## src/rtl/hnf_rxrsp_link_ctrl_pkg.sv

```systemverilog
// rtl/hnf_rxrsp_link_ctrl_pkg.sv - shared CHI link types and constants for the HN-F RXRSP channel
package hnf_rxrsp_link_ctrl_pkg;

  // Link-layer activation states of the receiver side
  typedef enum logic [1:0] {
    LINK_STOP       = 2'd0,
    LINK_ACTIVATE   = 2'd1,
    LINK_RUN        = 2'd2,
    LINK_DEACTIVATE = 2'd3
  } link_state_t;

  // LCrdReturn response opcode: hands a credit back, never stored
  localparam logic [5:0] RSP_LCRDRETURN = 6'h00;

  // Receive-buffer depth per HN-F response port
  localparam int num_credits_for_hn_rsp [1] = '{4};

endpackage

```

## src/rtl/hnf_rxrsp_link_ctrl_updown_cnt.sv

```systemverilog
// rtl/hnf_rxrsp_link_ctrl_updown_cnt.sv - saturating up/down counter used for credit and queue accounting
module updown_cnt #(
  parameter int MAX = 4,
  parameter int W   = 3
) (
  input  logic         clock,
  input  logic         reset,
  input  logic         inc,
  input  logic         dec,
  output logic [W-1:0] count
);

  localparam logic [W-1:0] MAX_W = W'(MAX);

  // Simultaneous inc and dec cancel; each direction clamps at its bound
  always_ff @(posedge clock) begin
    if (reset) begin
      count <= '0;
    end else if (inc && !dec && (count != MAX_W)) begin
      count <= count + 1'b1;
    end else if (dec && !inc && (count != '0)) begin
      count <= count - 1'b1;
    end
  end

endmodule

```

## src/rtl/hnf_rxrsp_link_ctrl.sv

```systemverilog
// rtl/hnf_rxrsp_link_ctrl.sv - RXRSP link activation FSM with credit grant and position-queue accounting
module hnf_rxrsp_link_ctrl
  import hnf_rxrsp_link_ctrl_pkg::*;
#(
  parameter int NUM_CREDITS = num_credits_for_hn_rsp[0],
  parameter int CW          = $clog2(NUM_CREDITS + 1)
) (
  input  logic          clock,
  input  logic          reset,
  input  logic          RXLINKACTIVEREQ,
  output logic          RXLINKACTIVEACK,
  input  logic          RXRSPFLITV,
  input  logic [5:0]    rxrsp_opcode,
  output logic          RXRSPLCRDV,
  output logic          rxrsp_enq,
  input  logic          rxrsp_deq,
  output logic [CW-1:0] credits_out,
  output logic [CW-1:0] occupancy,
  output logic          link_err
);

  localparam logic [CW:0] NUM_W = (CW + 1)'(NUM_CREDITS);

  link_state_t state, state_next;

  logic          consume;
  logic          flit_idle;
  logic          cred_dec;
  logic          occ_dec;
  logic          grant;
  logic [CW:0]   sum_next;

  // Flits are only accepted once the link is up; earlier ones are protocol errors
  assign consume   = RXRSPFLITV && ((state == LINK_RUN) || (state == LINK_DEACTIVATE));
  assign flit_idle = RXRSPFLITV && ((state == LINK_STOP) || (state == LINK_ACTIVATE));
  assign rxrsp_enq = consume && (rxrsp_opcode != RSP_LCRDRETURN);

  // Underflowing decrements are blocked so the counters hold their value
  assign cred_dec = consume && (credits_out != '0);
  assign occ_dec  = rxrsp_deq && (occupancy != '0);

  // Buffer commitment after this edge, before any new grant
  assign sum_next = {1'b0, credits_out} + {1'b0, occupancy}
                  + (CW + 1)'(rxrsp_enq) - (CW + 1)'(cred_dec) - (CW + 1)'(occ_dec);
  assign grant    = (state == LINK_RUN) && (sum_next < NUM_W);

  // Link state register
  always_ff @(posedge clock) begin
    if (reset) state <= LINK_STOP;
    else       state <= state_next;
  end

  // Next-state and acknowledge decode
  always_comb begin
    state_next      = state;
    RXLINKACTIVEACK = 1'b0;
    case (state)
      LINK_STOP: begin
        if (RXLINKACTIVEREQ) state_next = LINK_ACTIVATE;
      end
      LINK_ACTIVATE: begin
        RXLINKACTIVEACK = 1'b1;
        state_next      = LINK_RUN;
      end
      LINK_RUN: begin
        RXLINKACTIVEACK = 1'b1;
        if (!RXLINKACTIVEREQ) state_next = LINK_DEACTIVATE;
      end
      LINK_DEACTIVATE: begin
        RXLINKACTIVEACK = 1'b1;
        if (credits_out == '0) state_next = LINK_STOP;
      end
      default: state_next = LINK_STOP;
    endcase
  end

  // One credit grant per cycle at most, registered toward the transmitter
  always_ff @(posedge clock) begin
    if (reset) RXRSPLCRDV <= 1'b0;
    else       RXRSPLCRDV <= grant;
  end

  // Sticky protocol-error flag
  always_ff @(posedge clock) begin
    if (reset) begin
      link_err <= 1'b0;
    end else if (flit_idle || (consume && (credits_out == '0)) ||
                 (rxrsp_deq && (occupancy == '0))) begin
      link_err <= 1'b1;
    end
  end

  updown_cnt #(.MAX(NUM_CREDITS), .W(CW)) u_credit_cnt (
    .clock (clock),
    .reset (reset),
    .inc   (grant),
    .dec   (cred_dec),
    .count (credits_out)
  );

  updown_cnt #(.MAX(NUM_CREDITS), .W(CW)) u_occ_cnt (
    .clock (clock),
    .reset (reset),
    .inc   (rxrsp_enq),
    .dec   (occ_dec),
    .count (occupancy)
  );

endmodule

```

## config.mk

```make
export PLATFORM = sky130hd
export DESIGN_NAME = hnf_rxrsp_link_ctrl
export DESIGN_NICKNAME = d
export VERILOG_FILES = /design/src/rtl/hnf_rxrsp_link_ctrl_pkg.sv /design/src/rtl/hnf_rxrsp_link_ctrl_updown_cnt.sv /design/src/rtl/hnf_rxrsp_link_ctrl.sv
export SDC_FILE = /design/constraint.sdc
export NUM_CORES = 1
export LEC_CHECK = 0
export ABC_AREA = 1
export BUFFER_PORTS_ARGS = -buffer_cell sky130_fd_sc_hd__buf_2
export CAP_MARGIN = 30
export CORE_AREA = 4 4 56 58
export CTS_BUF_LIST = sky130_fd_sc_hd__clkbuf_4
export DETAILED_ROUTE_END_ITERATION = 16
export DIE_AREA = 0 0 60 62
export PLACE_DENSITY_LB_ADDON = 0.08
export SETUP_SLACK_MARGIN = 0.2
export SLEW_MARGIN = 25
export SYNTH_ARGS = -nofsm -noshare
export SYNTH_HDL_FRONTEND = slang
export SYNTH_HIERARCHICAL = 1
export SYNTH_SLANG_ARGS = --single-unit
```

## constraint.sdc

```tcl
create_clock -name clock -period 7.3 [get_ports clock]
set_input_delay 0.73 -clock clock [delete_from_list [all_inputs] [get_ports clock]]
set_output_delay 0.73 -clock clock [all_outputs]
set_load 0.005 [all_outputs]
```

Word-level counts from Yosys, hierarchy flattened
Cells that the tools add are included.
{"block": "op_classes", "n_lt_le_gt_ge": 1, "mux": 9, "n_eq_ne": 8, "reduce_logical": 34, "n_addsub": 8}
{"cell": "logical AND 1 bit", "count": 16}
{"cell": "two-way mux 3 bit", "count": 4}
{"cell": "case mux 2 bit (4 select lines)", "count": 1}
{"cell": "subtractor 4 x 1 -> 4 bit", "count": 2}
{"cell": "adder 3 x 1 -> 3 bit, second input constant", "count": 2}
{"cell": "zero test 3 bit", "count": 2}
{"cell": "two-way mux 2 bit", "count": 3}
{"cell": "!= test 3 bit, second input constant", "count": 2}
{"cell": "nonzero test 3 bit", "count": 2}
{"cell": "nonzero test 6 bit", "count": 1}
{"cell": "subtractor 3 x 1 -> 3 bit, second input constant", "count": 2}
{"cell": "adder 3 x 3 -> 4 bit", "count": 1}
{"cell": "adder 4 x 1 -> 4 bit", "count": 1}
{"cell": "== test 2 bit, second input constant", "count": 2}
{"cell": "zero test 1 bit", "count": 4}
{"cell": "logical OR 1 bit", "count": 4}
{"cell": "less-than comparator 4 x 3 -> 1 bit, second input constant", "count": 1}
{"cell": "!= test 2 bit, second input constant", "count": 2}
{"cell": "nonzero test 2 bit", "count": 2}
{"cell": "AND reduction 3 bit", "count": 1}
{"cell": "OR reduction 3 bit", "count": 1}
{"cell": "== test 2 x 1 -> 1 bit, second input constant", "count": 1}
{"cell": "zero test 2 bit", "count": 1}
{"cell": "!= test 2 x 1 -> 1 bit, second input constant", "count": 1}
{"cell": "two-way mux 1 bit", "count": 1}
{"block": "word_totals", "wordCells": 65, "output_inout_bits": 10, "register_bits": 10}

Logic depth before layout (Yosys ltp)
{"block": "logic_depth", "depth_word": 14, "ltp_mapped": 25, "depth_no_buf": 25}

By module
Netlist, hierarchy kept.
{"module": "hnf_rxrsp_link_ctrl", "area_each_um2": 520.5, "cells_per_inst": 79, "seq_area_each_um2": 80.1, "n_inst": 1}
{"module": "updown_cnt", "area_each_um2": 191.4, "cells_per_inst": 31, "seq_area_each_um2": 60.1, "n_inst": 2}

Worst setup path after synthesis
No wires, ideal clock.
{"block": "synth_timing", "kind": "in2reg", "from": "input port rxrsp_opcode[3]", "to": "register u_credit_cnt.count[2]", "path_slack_ps": 3512, "required_time_ps": 7185, "arrival_ps": 3673, "path_buffers": 0, "path_stages": 22, "setup_ps": 115, "cell_sequence": "nor4_1 -> nand2_1 -> nand2_1 -> fa_1 -> fa_1 -> inv_1 -> ha_1 -> nand2_1 -> nand2_1 -> nand2_1 -> nand2_1 -> nand2_1 -> nand3_1 -> nor2_1 -> inv_1 -> nor2_1 -> nand2_2 -> fa_1 -> inv_1 -> nand2_1 -> a21oi_1 -> nor2_1"}
{"block": "synth_via", "elab_chain_len": 11}
{"element": "start: declaration", "line": "hnf_rxrsp_link_ctrl.sv:13", "rtl": "input logic [5:0] rxrsp_opcode,"}
{"element": "nonzero test 6 bit (*)", "line": "hnf_rxrsp_link_ctrl.sv:36", "rtl": "assign rxrsp_enq = consume && (rxrsp_opcode != RSP_LCRDRETURN);"}
{"element": "logical AND 1 bit (*)", "line": "hnf_rxrsp_link_ctrl.sv:36"}
{"element": "adder 4 x 1 -> 4 bit (*)", "line": "hnf_rxrsp_link_ctrl.sv:44", "rtl": "+ (CW + 1)'(rxrsp_enq) - (CW + 1)'(cred_dec) - (CW + 1)'(occ_dec);"}
{"element": "subtractor 4 x 1 -> 4 bit (*) (2 in series)", "line": "hnf_rxrsp_link_ctrl.sv:44"}
{"element": "less-than comparator 4 x 3 -> 1 bit (*)", "line": "hnf_rxrsp_link_ctrl.sv:45", "rtl": "assign grant = (state == LINK_RUN) && (sum_next < NUM_W);"}
{"element": "logical AND 1 bit (*)", "line": "hnf_rxrsp_link_ctrl.sv:45"}
{"element": "via grant", "line": "hnf_rxrsp_link_ctrl.sv:30", "rtl": "logic grant;"}
{"element": "zero test 1 bit", "line": "hnf_rxrsp_link_ctrl_updown_cnt.sv:21", "rtl": "end else if (dec && !inc && (count != '0)) begin"}
{"element": "logical AND 1 bit (2 in series)", "line": "hnf_rxrsp_link_ctrl_updown_cnt.sv:21"}
{"element": "nonzero test 2 bit (no source line)"}
{"element": "end signal: assignment", "line": "hnf_rxrsp_link_ctrl_updown_cnt.sv:20", "rtl": "count <= count + 1'b1;"}
{"element": "end signal: assignment", "line": "hnf_rxrsp_link_ctrl_updown_cnt.sv:22", "rtl": "count <= count - 1'b1;"}
{"element": "end: declaration", "line": "hnf_rxrsp_link_ctrl_updown_cnt.sv:10", "rtl": "output logic [W-1:0] count"}
The timed path passes the listed nets; every way through them passes the cells marked *.
A chain may end at the register's enable or synchronous reset.

Final worst setup path
{"block": "layout_timing", "from": "register state[0]", "to": "register u_credit_cnt.count[2]"}
{"element": "start: declaration", "line": "hnf_rxrsp_link_ctrl.sv:24", "rtl": "link_state_t state, state_next;"}
{"element": "start signal: assignment", "line": "hnf_rxrsp_link_ctrl.sv:50", "rtl": "else state <= state_next;"}
{"element": "== test 2 bit", "line": "hnf_rxrsp_link_ctrl.sv:34", "rtl": "assign consume = RXRSPFLITV && ((state == LINK_RUN) || (state == LINK_DEACTIVATE));"}
{"element": "logical OR 1 bit (*)", "line": "hnf_rxrsp_link_ctrl.sv:34"}
{"element": "logical AND 1 bit (*)", "line": "hnf_rxrsp_link_ctrl.sv:34"}
{"element": "logical AND 1 bit (*)", "line": "hnf_rxrsp_link_ctrl.sv:39", "rtl": "assign cred_dec = consume && (credits_out != '0);"}
{"element": "via cred_dec", "line": "hnf_rxrsp_link_ctrl.sv:28", "rtl": "logic cred_dec;"}
{"element": "subtractor 4 x 1 -> 4 bit (*) (2 in series)", "line": "hnf_rxrsp_link_ctrl.sv:44"}
{"element": "less-than comparator 4 x 3 -> 1 bit (*)", "line": "hnf_rxrsp_link_ctrl.sv:45"}
{"element": "logical AND 1 bit (*)", "line": "hnf_rxrsp_link_ctrl.sv:45"}
{"element": "via grant", "line": "hnf_rxrsp_link_ctrl.sv:30"}
{"element": "zero test 1 bit", "line": "hnf_rxrsp_link_ctrl_updown_cnt.sv:21"}
{"element": "logical AND 1 bit (2 in series)", "line": "hnf_rxrsp_link_ctrl_updown_cnt.sv:21"}
{"element": "nonzero test 2 bit (no source line)"}
Marked as above.

==> impl_metrics.csv <==
group,metric,value,unit
global_route,antenna_found_initial,0,
die,start_util,0.339,
synth,ys_ff_latch,10,
critical_path,start_kind,"flop",
sta,holdWs,0.484,ns
placed_design,dp_slack,3.14,ns
placed_design,gp_congestion,0.760,
die,pin_count,21,
clock_tree,ctsHoldBuffers,0,
synth,yosys_warnings,6,
power,pwr-share-comb,0.682,
synth,ys_types,19,
synth,async_reset_ff_frac,0,
global_route,grt_overflow_total,0,
power,p_leak,0.594,nW
finish,area_growth,17.9,%
synth,synth_top_area_cell,"dfxtp_1",
power,power_density,424,nW/µm²
sta,setup_tns,0,ns
placed_design,placed_cell_area,1040,µm²
critical_path,path_max_fanout,3,
routing,dr.first_iter.drc_count,37,
sta,fin_crit_sh,0.540,
job,maxCapViolCount,0,
die,die_area,3720,µm²
routing,ant_nets,0,
finish,insertedDiodeCount,0,
die,die_h,62,µm
sta,tightest_slew,0.376,ns
routing,routedWlPerCell,9.31,µm
sta,hold_viol_final,0,
placed_design,numPortBuffers,20,
synth,synth_area,903,µm²
clock_tree,clkLatencyLatePin,0.26,ns
sta,rsz0062_at_grt,"no",
critical_path,r2r_setup_slack,3.36,ns
clock_tree,cts_resized,0,
hold_path,hold_path.class,"flop to flop",
finish,seq_area,200,µm²
routing,detail_route.drc_violations,0,
clock_tree,clock_path_buffers,2,
sta,drv_slew,0,
clock_tree,cts_tree,"yes",
synth,avgSynthCellArea,6.41,µm²
synth,synth_area_leaders,"dfxtp_1 22%, inv_1 16%, ha_1 12%, nand2_1 12%, fa_1 8.9%",
clock_tree,clock_sinks,10,
synth,yosysMostFrequentCell,"inv_1",
global_route,track_usage,0.113,
routing,first_pass_iters,4,
power,sequentialPowerShare,0.240,
finish,multi_input_area,553,µm²
sta,max_slew_margin,0.748,
power,swShare,0.506,
finish,finalInstanceArea,1060,µm²
synth,ys.flop_type,"dfxtp_1",
power,power.internal,0.000223,W
synth,postSynthCellCount,141,
global_route,grt_pass1_wl,3.15,mm
placed_design,hpwl,1.61,mm
global_route,grt_max_degree,8,
critical_path,startpoint,"state[0]",
sta,fmax,254,MHz
sta,finalWorstSetupSlack,3.36,ns
sta,clock_skew,0.000289,ns
routing,vias_per_cell,4.45,
hold_path,hold_start,"link_err",
critical_path,end_kind,"flop",
run_status,status,"finished, final reports clean",
critical_path,path_class,"flop to flop",
die,rows,19,
placed_design,dp.cells,192,
power,p_switching,0.000228,W
clock_tree,h-tree-depth,1,
power,vdd_drop_max,219,µV
routing,vias,867,
clock_tree,path_clk_slew,0.06,ns
critical_path,worstPathArrival,4.09,ns
clock_tree,postCtsSetupRepairBufs,0,
synth,synth_common_cells,"38 x inv_1, 29 x nand2_1, 17 x nor2_1",
clock_tree,clock-root-buffer,"clkbuf_4",
finish,nNetsFinal,190,
finish,drive_above_1_share,0.195,
synth,ys_seq_area_frac,0.222,
global_route,grt_pass1_vias,773,
sta,min_period,3.94,ns
power,clkPwrFrac,0.078,
critical_path,worstReg2RegStart,"state[0]",
synth,syn-num-nets,165,
critical_path,cp.required,7.45,ns
synth,synth_top_area_share,0.222,
routing,finalWirelength,1.82,mm
sta,finalSetupViolCount,0,
die,coreArea,2660,µm²
clock_tree,cts-buffers-inserted,3,
die,die_w,60,µm
synth,synth-edff-count,0,
finish,stdcell_count,195,
finish,fillers,290,
## cells by family (layout without fill, tap and decap cells)
kind of cell,count (synthesis),count (layout),synth area share
adder cells (fa/ha/maj),13,13,0.213
flip-flops,10,10,0.222
AO/OA/AOI/OAI,15,15,0.0914
AND/OR/NAND/NOR,63,63,0.307
buffers and inverters,40,63,0.166
## critical path: stages (launching register included)
cell	delay [ns]
dfxtp_1	0.32
inv_1	0.09
ha_1	0.22
o21a_1	0.17
inv_1	0.04
nor2_1	0.20
fa_1	0.48
fa_1	0.50
inv_1	0.04
ha_1	0.26
nand2_1	0.06
nand2_1	0.07
nand2_1	0.09
nand2_1	0.05
nand2_1	0.05
nand3_1	0.09
nor2_1	0.14
inv_1	0.05
nor2_1	0.11
nand2_2	0.09
fa_1	0.38
inv_1	0.06
nand2_1	0.06
a21oi_1	0.13
nor2_1	0.06
## cell usage in the layout (no fill, tap or decap), drive strengths merged, types with 2 or more instances in the layout
cell / n
a21oi: 5
buf: 20
clkbuf: 3
clkinv: 2
dfxtp: 10
fa: 4
ha: 9
inv: 38
nand2: 33
nand3: 8
nor2: 19
o21ai: 8
## state kept, by name, summed over array words and instances (netlist names)
signal and cells:
state 2, u_credit_cnt/count 3, RXRSPLCRDV 1, u_occ_cnt/count 3, link_err 1
## metrics by stage
step,util,total power [W]
2_1_floorplan,-,0.000343
3_3_place_gp,0.391,0.000415
3_5_place_dp,0.391,0.000423
4_1_cts,0.400,0.000461
5_1_grt,0.400,0.000522
6_report,0.400,0.000451
## path summary, 6_finish.rpt
kind / to / depth (start not counted)
max reg2reg: u_credit_cnt/count[2] / 24
min: link_err / 2
max: u_credit_cnt/count[2] / 24
min reg2reg: link_err / 2
## power groups by stage
stage                clock, W  combinational [W]  sequential [W]
floorplan                   0           0.000237        0.000106
global placement            0           0.000305        0.000110
detailed placement          0           0.000312        0.000111
CTS                 0.0000369           0.000314        0.000110
global route        0.0000395           0.000368        0.000115
finish              0.0000350           0.000308        0.000108
## cell type report
class | count | share of cell area
flip-flops and latches | 10 | 0.188
multi-input cells | 91 | 0.519
well taps | 31 | 0.0364
clock buffers | 3 | 0.0212
repair buffers | 20 | 0.0940
inverters | 40 | 0.141
## per-layer routing
layer	global-route usage	vias to the layer above	wire (µm)
li1	-	464	-
met1	0.131	377	770
met2	0.205	26	921
met3	0.0372	0	124
met4	0.0190	0	0
met5	0	-	0
Power figures use the tool's default switching activity.
